--- src/rtl/uart_pkg.sv ---
// Shared definitions for the UART pixel receive path.
//   rx_state_t    : receiver FSM states, also visible on the debug state outputs
//   RGB_*_W       : RGB565 field widths; PIXEL_W is their sum (16)
//   clks_per_bit(): system clocks per UART bit for a given clock and baud rate
package uart_pkg;

  typedef enum logic [1:0] {
    IDLE  = 2'd0,
    START = 2'd1,
    DATA  = 2'd2,
    STOP  = 2'd3
  } rx_state_t;

  localparam int RGB_R_W = 5;
  localparam int RGB_G_W = 6;
  localparam int RGB_B_W = 5;
  localparam int PIXEL_W = RGB_R_W + RGB_G_W + RGB_B_W;

  // Integer division truncates: 100 MHz / 115200 gives 868. Callers must keep
  // the result at 4 or more so the half-bit count stays non-zero.
  function automatic int clks_per_bit(input int clk_hz, input int baud);
    return clk_hz / baud;
  endfunction

endpackage

--- src/rtl/uart_rx_byte.sv ---
// 8N1 UART byte receiver, LSB first.
//   clk, rst    : system clock, synchronous active-high reset
//   uart_rx     : asynchronous serial line, idle high
//   rx_byte     : last correctly framed byte (held between strobes)
//   byte_valid  : one-cycle strobe, rx_byte updates in the same cycle
//   frame_err   : one-cycle strobe when the stop bit is sampled low
//   state       : current FSM state, for debug and checkers
//
// Interface semantics: byte_valid and frame_err are pure strobes with no
// ready/backpressure; a consumer must take rx_byte in the strobe cycle or
// rely on it being held until the next good byte. The two never assert
// together.
module uart_rx_byte
  import uart_pkg::*;
#(
  parameter int CLKS_PER_BIT = 868
) (
  input  logic       clk,
  input  logic       rst,
  input  logic       uart_rx,
  output logic [7:0] rx_byte,
  output logic       byte_valid,
  output logic       frame_err,
  output rx_state_t  state
);

  localparam int CNT_W = $clog2(CLKS_PER_BIT);
  localparam logic [CNT_W-1:0] HALF_M1 = CNT_W'(CLKS_PER_BIT / 2 - 1);
  localparam logic [CNT_W-1:0] FULL_M1 = CNT_W'(CLKS_PER_BIT - 1);

  // Two-flop synchronizer, reset to the idle level so reset never looks
  // like a start bit.
  logic rx_meta, rxs;

  always_ff @(posedge clk) begin
    if (rst) begin
      rx_meta <= 1'b1;
      rxs     <= 1'b1;
    end else begin
      rx_meta <= uart_rx;
      rxs     <= rx_meta;
    end
  end

  rx_state_t        state_q, state_d;
  logic [CNT_W-1:0] cnt_q, cnt_d;
  logic [2:0]       idx_q, idx_d;
  logic [7:0]       shift_q, shift_d;
  logic [7:0]       rx_byte_q, rx_byte_d;
  logic             byte_valid_q, byte_valid_d;
  logic             frame_err_q, frame_err_d;

  always_ff @(posedge clk) begin
    if (rst) begin
      state_q      <= IDLE;
      cnt_q        <= '0;
      idx_q        <= '0;
      shift_q      <= '0;
      rx_byte_q    <= '0;
      byte_valid_q <= 1'b0;
      frame_err_q  <= 1'b0;
    end else begin
      state_q      <= state_d;
      cnt_q        <= cnt_d;
      idx_q        <= idx_d;
      shift_q      <= shift_d;
      rx_byte_q    <= rx_byte_d;
      byte_valid_q <= byte_valid_d;
      frame_err_q  <= frame_err_d;
    end
  end

  always_comb begin
    state_d      = state_q;
    cnt_d        = cnt_q;
    idx_d        = idx_q;
    shift_d      = shift_q;
    rx_byte_d    = rx_byte_q;
    byte_valid_d = 1'b0;
    frame_err_d  = 1'b0;

    case (state_q)
      IDLE: begin
        if (!rxs) begin
          state_d = START;
          cnt_d   = '0;
        end
      end

      // Wait half a bit to land in the middle of the start bit; a high
      // level there means the falling edge was a glitch.
      START: begin
        if (cnt_q == HALF_M1) begin
          cnt_d   = '0;
          idx_d   = '0;
          state_d = rxs ? IDLE : DATA;
        end else begin
          cnt_d = cnt_q + CNT_W'(1);
        end
      end

      DATA: begin
        if (cnt_q == FULL_M1) begin
          cnt_d          = '0;
          shift_d[idx_q] = rxs;
          if (idx_q == 3'd7) begin
            state_d = STOP;
          end else begin
            idx_d = idx_q + 3'd1;
          end
        end else begin
          cnt_d = cnt_q + CNT_W'(1);
        end
      end

      // The stop bit is judged at its midpoint and the FSM leaves at once,
      // so a start bit following a short stop bit is still caught.
      STOP: begin
        if (cnt_q == FULL_M1) begin
          cnt_d   = '0;
          state_d = IDLE;
          if (rxs) begin
            byte_valid_d = 1'b1;
            rx_byte_d    = shift_q;
          end else begin
            frame_err_d = 1'b1;
          end
        end else begin
          cnt_d = cnt_q + CNT_W'(1);
        end
      end

      default: state_d = IDLE;
    endcase
  end

  assign rx_byte    = rx_byte_q;
  assign byte_valid = byte_valid_q;
  assign frame_err  = frame_err_q;
  assign state      = state_q;

endmodule

--- src/rtl/uart_pixel_rx.sv ---
// UART receiver that pairs bytes into RGB565 pixels: {second byte, first byte}.
//   clk, rst    : system clock, synchronous active-high reset
//   uart_rx     : asynchronous serial line, idle high (8N1, LSB first)
//   rx_byte     : last correctly framed byte
//   byte_valid  : one-cycle strobe with rx_byte
//   pixel_out   : last assembled pixel, held until the next one
//   pixel_valid : one-cycle strobe, one cycle after the second byte_valid
//   frame_err   : one-cycle strobe on a low stop bit; drops any half pixel
//   rx_state    : receiver FSM state, for debug and checkers
//
// Interface semantics: all *_valid and frame_err outputs are strobes with no
// ready; there is no backpressure anywhere on this path.
module uart_pixel_rx
  import uart_pkg::*;
#(
  parameter int CLK_HZ = 100_000_000,
  parameter int BAUD   = 115200
) (
  input  logic               clk,
  input  logic               rst,
  input  logic               uart_rx,
  output logic [7:0]         rx_byte,
  output logic               byte_valid,
  output logic [PIXEL_W-1:0] pixel_out,
  output logic               pixel_valid,
  output logic               frame_err,
  output rx_state_t          rx_state
);

  localparam int CLKS_PER_BIT = clks_per_bit(CLK_HZ, BAUD);

  uart_rx_byte #(
    .CLKS_PER_BIT (CLKS_PER_BIT)
  ) u_rx_byte (
    .clk        (clk),
    .rst        (rst),
    .uart_rx    (uart_rx),
    .rx_byte    (rx_byte),
    .byte_valid (byte_valid),
    .frame_err  (frame_err),
    .state      (rx_state)
  );

  // phase_q = 1 means a low byte is waiting for its partner.
  logic               phase_q;
  logic [7:0]         low_q;
  logic [PIXEL_W-1:0] pixel_q;
  logic               pixel_valid_q;

  always_ff @(posedge clk) begin
    if (rst) begin
      phase_q       <= 1'b0;
      low_q         <= '0;
      pixel_q       <= '0;
      pixel_valid_q <= 1'b0;
    end else begin
      pixel_valid_q <= 1'b0;
      // A framing error always wins and realigns the pairing.
      if (frame_err) begin
        phase_q <= 1'b0;
      end else if (byte_valid) begin
        if (!phase_q) begin
          low_q   <= rx_byte;
          phase_q <= 1'b1;
        end else begin
          pixel_q       <= {rx_byte, low_q};
          pixel_valid_q <= 1'b1;
          phase_q       <= 1'b0;
        end
      end
    end
  end

  assign pixel_out   = pixel_q;
  assign pixel_valid = pixel_valid_q;

endmodule

--- config.mk ---
export PLATFORM = sky130hd
export DESIGN_NAME = uart_pixel_rx
export DESIGN_NICKNAME = d
export VERILOG_FILES = /design/src/rtl/uart_pkg.sv /design/src/rtl/uart_rx_byte.sv /design/src/rtl/uart_pixel_rx.sv
export SDC_FILE = /design/constraint.sdc
export NUM_CORES = 1
export LEC_CHECK = 0
export ABC_AREA = 1
export ABC_CLOCK_PERIOD_IN_PS = 2009
export BUFFER_PORTS_ARGS = -buffer_cell sky130_fd_sc_hd__buf_2
export CORE_MARGIN = 5
export CORE_UTILIZATION = 60
export CTS_BUF_LIST = sky130_fd_sc_hd__clkbuf_8
export DETAILED_ROUTE_END_ITERATION = 7
export PLACE_DENSITY = 0.94
export SETUP_SLACK_MARGIN = 0.3
export SYNTH_ARGS = -nofsm -noshare
export SYNTH_HDL_FRONTEND = slang
export SYNTH_SLANG_ARGS = --single-unit
--- constraint.sdc ---
create_clock -name clk -period 2.01 [get_ports clk]
set_input_delay 0 -clock clk [delete_from_list [all_inputs] [get_ports clk]]
set_output_delay 0 -clock clk [all_outputs]
set_load 0.05 [all_outputs]
# Yosys cells after proc, flatten, opt, wreduce, memory -nomap -nowiden
# Index checks and enable logic that the tools add are counted.
# totals
in_bits,3
out_inout_bits,29
reg_bits,61
# classes
n_bitwise,5
n_eq_ne,12
addsub,2
n_reduce_logical,13
mux,22
magnitude_cmp,2
# op_table
cell,n
$mux 10,3
$pmux 10 s3,1
$mux 2,6
$add 10x1->10 const B,1
$eq 10x10->1 const B,1
$eq 10x9->1 const B,1
$mux 3,3
$reduce_and 3->1,3
$bwmux 8,1
$ne 2x1->1 const B,4
$pmux 2 s4,1
$pmux 3 s2,1
$reduce_or 3->1,2
$mux 1,5
$not 1->1,5
$reduce_and 5->1,1
$eq 2x2->1 const B,2
$lt 3x4->1 const B,1
$ne 2x2->1 const B,2
$reduce_and 4->1,1
$reduce_or 2->1,2
$add 3x1->3 const B,1
$demux 1 s3,1
$eq 3x3->1 const B,1
6 further kinds,6

# Logic depth before layout (Yosys ltp)
# logic_depth
ltp_word,5
ltp_mapped,12

# Modules after synthesis
# Synthesis repeated with hierarchy kept, for this count alone.
# hier_totals
hier_cells,406
area_unflattened_um2,2816.5
# modules_own_cells
mod,instances,area_per_inst_um2,cells_per_inst,seq_area_each_um2
uart_rx_byte,1,1710.4,243,700.7
uart_pixel_rx,1,1106.1,163,520.5

# Least setup slack after synthesis
# OpenSTA, ideal clock, no wires.
# synth_path
path_kind,register to register
startpoint,register (tool-made name)
endpoint,register u_rx_byte.shift_q[2]
n_path_buf,0
t_arrival_ps,1521
path_slack_ps,358
path_stages_with_launch,10
cell_sequence,dfxtp_1 inv_2 nor2_4 inv_2 nor2_4 inv_2 nor2_4 nand2_1 nor2_1 nor3_1
# synth_lines
element,line,source
end signal: assignment,uart_rx_byte.sv:66,shift_q <= shift_d;
end: declaration,uart_rx_byte.sv:48,"logic [7:0] shift_q, shift_d;"

# Worst setup path in the final report
# layout_path
startpoint,register u_rx_byte.cnt_q[0]
endpoint,"register u_rx_byte.rx_byte_q[1], in the netlist u_rx_byte.rx_byte[1]"
# layout_between
elab_chain_len,2
# layout_rtl
element,line,source
start: declaration,uart_rx_byte.sv:46,"logic [CNT_W-1:0] cnt_q, cnt_d;"
start signal: assignment,uart_rx_byte.sv:64,cnt_q <= cnt_d;
$eq 10x10->1,uart_rx_byte.sv:119,if (cnt_q == FULL_M1) begin
$reduce_and 3->1 (no source line),-,
end signal: assignment,uart_rx_byte.sv:67,rx_byte_q <= rx_byte_d;
end: declaration,uart_rx_byte.sv:49,"logic [7:0] rx_byte_q, rx_byte_d;"
# No other way between the ends.
# A chain may end at the register's enable or synchronous reset.

==> impl_metrics.tcl <==
set metrics [dict create \
    drive_above_1_share_pct 22.05 \
    vias_per_cell 5.527 \
    wl_mm 6.450 \
    antenna_found_initial 0 \
    cp.required_ps 2240 \
    placed_area_mm2 0.002809 \
    hold_start "rst" \
    postRouteAntennaNets 0 \
    nNetsFinal 392 \
    syn_area_per_cell_um2 7.479 \
    fin_tns_setup_ps 0 \
    ys_seq_elements 61 \
    peakVddDrop_mv 0.7374 \
    hp-class "primary input to flop" \
    yosysTopAreaCellShare_pct 46.65 \
    crit_type "flop to flop" \
    synth_area_leader_cell "dfxtp_1" \
    regArea_mm2 0.001229 \
    crit_fanout 16 \
    die-area_mm2 0.005784 \
    max-slew-margin-rel_pct 71.09 \
    start_kind "flop" \
    numCtsBuffers 9 \
    fill_cells 298 \
    rsz0062_at_grt "no" \
    n_antenna_cell 0 \
    fin_area_mm2 0.003062 \
    rows 24 \
    wl_per_cell_um 14.59 \
    status "finished clean" \
    clock-sinks 61 \
    setup_viol_count_final 0 \
    grt_pass1_vias 2296 \
    place.gp.congestion 0.8743 \
    drc 0 \
    reg2reg_depth 8 \
    num_io_pins 32 \
    grt_first_pass_wirelength_mm 10.51 \
    tightestPinTransition_ps 433.1 \
    timing.rr.start "u_rx_byte.cnt_q[0]" \
    post-dp-hpwl_mm 3.886 \
    synth_warnings 0 \
    hold_viol_final 0 \
    clock_latency_ps 340 \
    vias 2443 \
    postSynthCellCount 350 \
    synth-seq-area-share_pct 46.65 \
    cts-htree-levels 3 \
    r2r_slack_ps 380 \
    skew_ps 9.374 \
    cts_tree "done" \
    p_total_mw 2.591 \
    root_buffer "clkbuf_8" \
    port_buffers 31 \
    first_pass_iters 5 \
    core_area_mm2 0.004294 \
    rr_endpoint "u_rx_byte.rx_byte[1]" \
    place_inst 424 \
    timing.final.crit_period_ps 1632 \
    synth.cell_area_mm2 0.002618 \
    multi_input_area_mm2 0.001206 \
    grt_use_total_pct 21.95 \
    die_y_um 76.05 \
    postLayoutCoreUtil_pct 71.30 \
    clk_path_buf_depth 2 \
    cp-endpoint "u_rx_byte.rx_byte[1]" \
    fp.dieW_um 76.05 \
    path_clk_slew_ps 70 \
    power_density_mw_per_mm2 846.3 \
    fin_crit_sh_pct 81.19 \
    synth_area_leaders "dfxtp_1 47%, nand2_1 8.9%, o21ai_0 7.5%" \
    worstPathArrival_ps 1860 \
    worst_setup_path_end_kind "flop" \
    power.leakage_nw 1.368 \
    syn2layout_area_growth_pct 16.97 \
    timing.fmax_mhz 612.7 \
    crit_start "u_rx_byte.cnt_q[0]" \
    layout_common_cells "62 x nand2_1, 57 x dfxtp_1, 42 x nor2_1, 37 x a21oi_1, 33 x o21ai_0" \
    start_util_pct 60.96 \
    synth_nets 357 \
    drtIter0Drc 258 \
    final_common_cell "nand2_1" \
    synth_cell_type_count 27 \
    finalMaxSlewViolations 0 \
    grt_max_degree 32 \
    grt.overflow.total 0 \
    cap_violations 0 \
    fin_cells 442 \
]
-- worst min-delay path by stage --
stage                                      end  slack, ps  cells past startpoint
after floorplan              u_rx_byte.rx_meta        100                      1
after global placement       u_rx_byte.rx_meta        190                      2
after detailed placement     u_rx_byte.rx_meta        200                      2
after CTS                 u_rx_byte.byte_valid         60                      2
after global routing        u_rx_byte.idx_q[2]         80                      2
final                     u_rx_byte.byte_valid         80                      2
-- metal layers --
| layer | global-route usage (%) | part of all wire (%) | wire [um] | vias to the layer above |
|---|---|---|---|---|
| met2 | 36.64 | 50 | 3215 | 95 |
| li1 | - | - | - | 1203 |
| met1 | 25.13 | 41 | 2622 | 1125 |
| met3 | 8.392 | 6.3 | 404 | 20 |
| met4 | 8.741 | 3.2 | 207 | 0 |
| met5 | 0 | 0 | 0 | - |
-- cells in the mapped netlist --
master,instances
clkinv_1,1
clkbuf_1,7
a21oi_2,1
xnor2_1,1
ha_1,4
buf_2,3
nor2_2,3
or2_2,2
nand4_1,7
o21ai_4,1
o21ai_2,1
nor2_1,42
inv_2,8
nand2_1,62
nor4_1,1
xor2_1,3
nand2_2,4
inv_1,32
buf_6,2
nor2_4,5
nor3_2,1
nor3_1,5
a21oi_1,37
nand2_4,1
nand3_1,16
o21ai_0,39
dfxtp_1,61
-- critical path: stages (launching register included) --
cell	delay, ps
dfxtp_4	390
ha_2	210
nand3_1	90
nor2_2	150
nand2_4	130
nor2_4	190
nand2_8	130
o21ai_2	160
a21oi_1	60
-- layout make-up --
type	instances	share of cell area (%)
Multi-Input combinational cell	236	39.40
Tap cell	52	2.125
Timing Repair Buffer	36	6.784
Clock inverter	7	2.493
Clock buffer	9	4.046
Inverter	41	5.027
Sequential cell	61	40.13
-- what timing repair did --
action,CTS,global route
endpoints found under the hold margin,1,0
resized for setup,4,13
setup endpoints to repair,6,28
hold buffers,1,0
pin swaps,0,1
buffers inserted,0,1
cloned,0,0
-- kinds of logic after synthesis --
logic type	count (synthesis)	share of synthesized area (%)
AND/OR/NAND/NOR	149	25.96
XOR/XNOR	4	1.339
flip-flops	61	46.65
AO/OA/AOI/OAI	79	15.82
buffers and inverters	53	8.317
adder cells (fa/ha/maj)	4	1.912
-- metrics by stage --
step                worst slack [ps]  hold WS, ps
CTS                            326.3        56.47
global placement               403.5        191.7
detailed placement             217.2        200.9
finish                         378.0        81.73
floorplan                      358.3        103.8
global route                   244.9        76.79
-- sequential cells by signal (all words and copies together) (netlist names), named ones only --
| register | cells |
|---|---|
| low_q | 8 |
| phase_q | 1 |
| pixel_out | 16 |
| pixel_valid | 1 |
| u_rx_byte.byte_valid | 1 |
| u_rx_byte.cnt_q | 10 |
| u_rx_byte.frame_err | 1 |
| u_rx_byte.idx_q | 3 |
| u_rx_byte.rx_byte | 8 |
| u_rx_byte.rx_meta | 1 |
| u_rx_byte.rxs | 1 |
| u_rx_byte.shift_q | 8 |
| u_rx_byte.state | 1 |
-- where the power goes --
part | switching (mW) | leakage, nW | internal, mW
sequential | 0.0456 | 0.494 | 1.23
clock | 0.516 | 0.0954 | 0.575
combinational | 0.157 | 0.779 | 0.0648
total | 0.719 | 1.37 | 1.87
No activity file was read; power rests on OpenSTA's default activity.
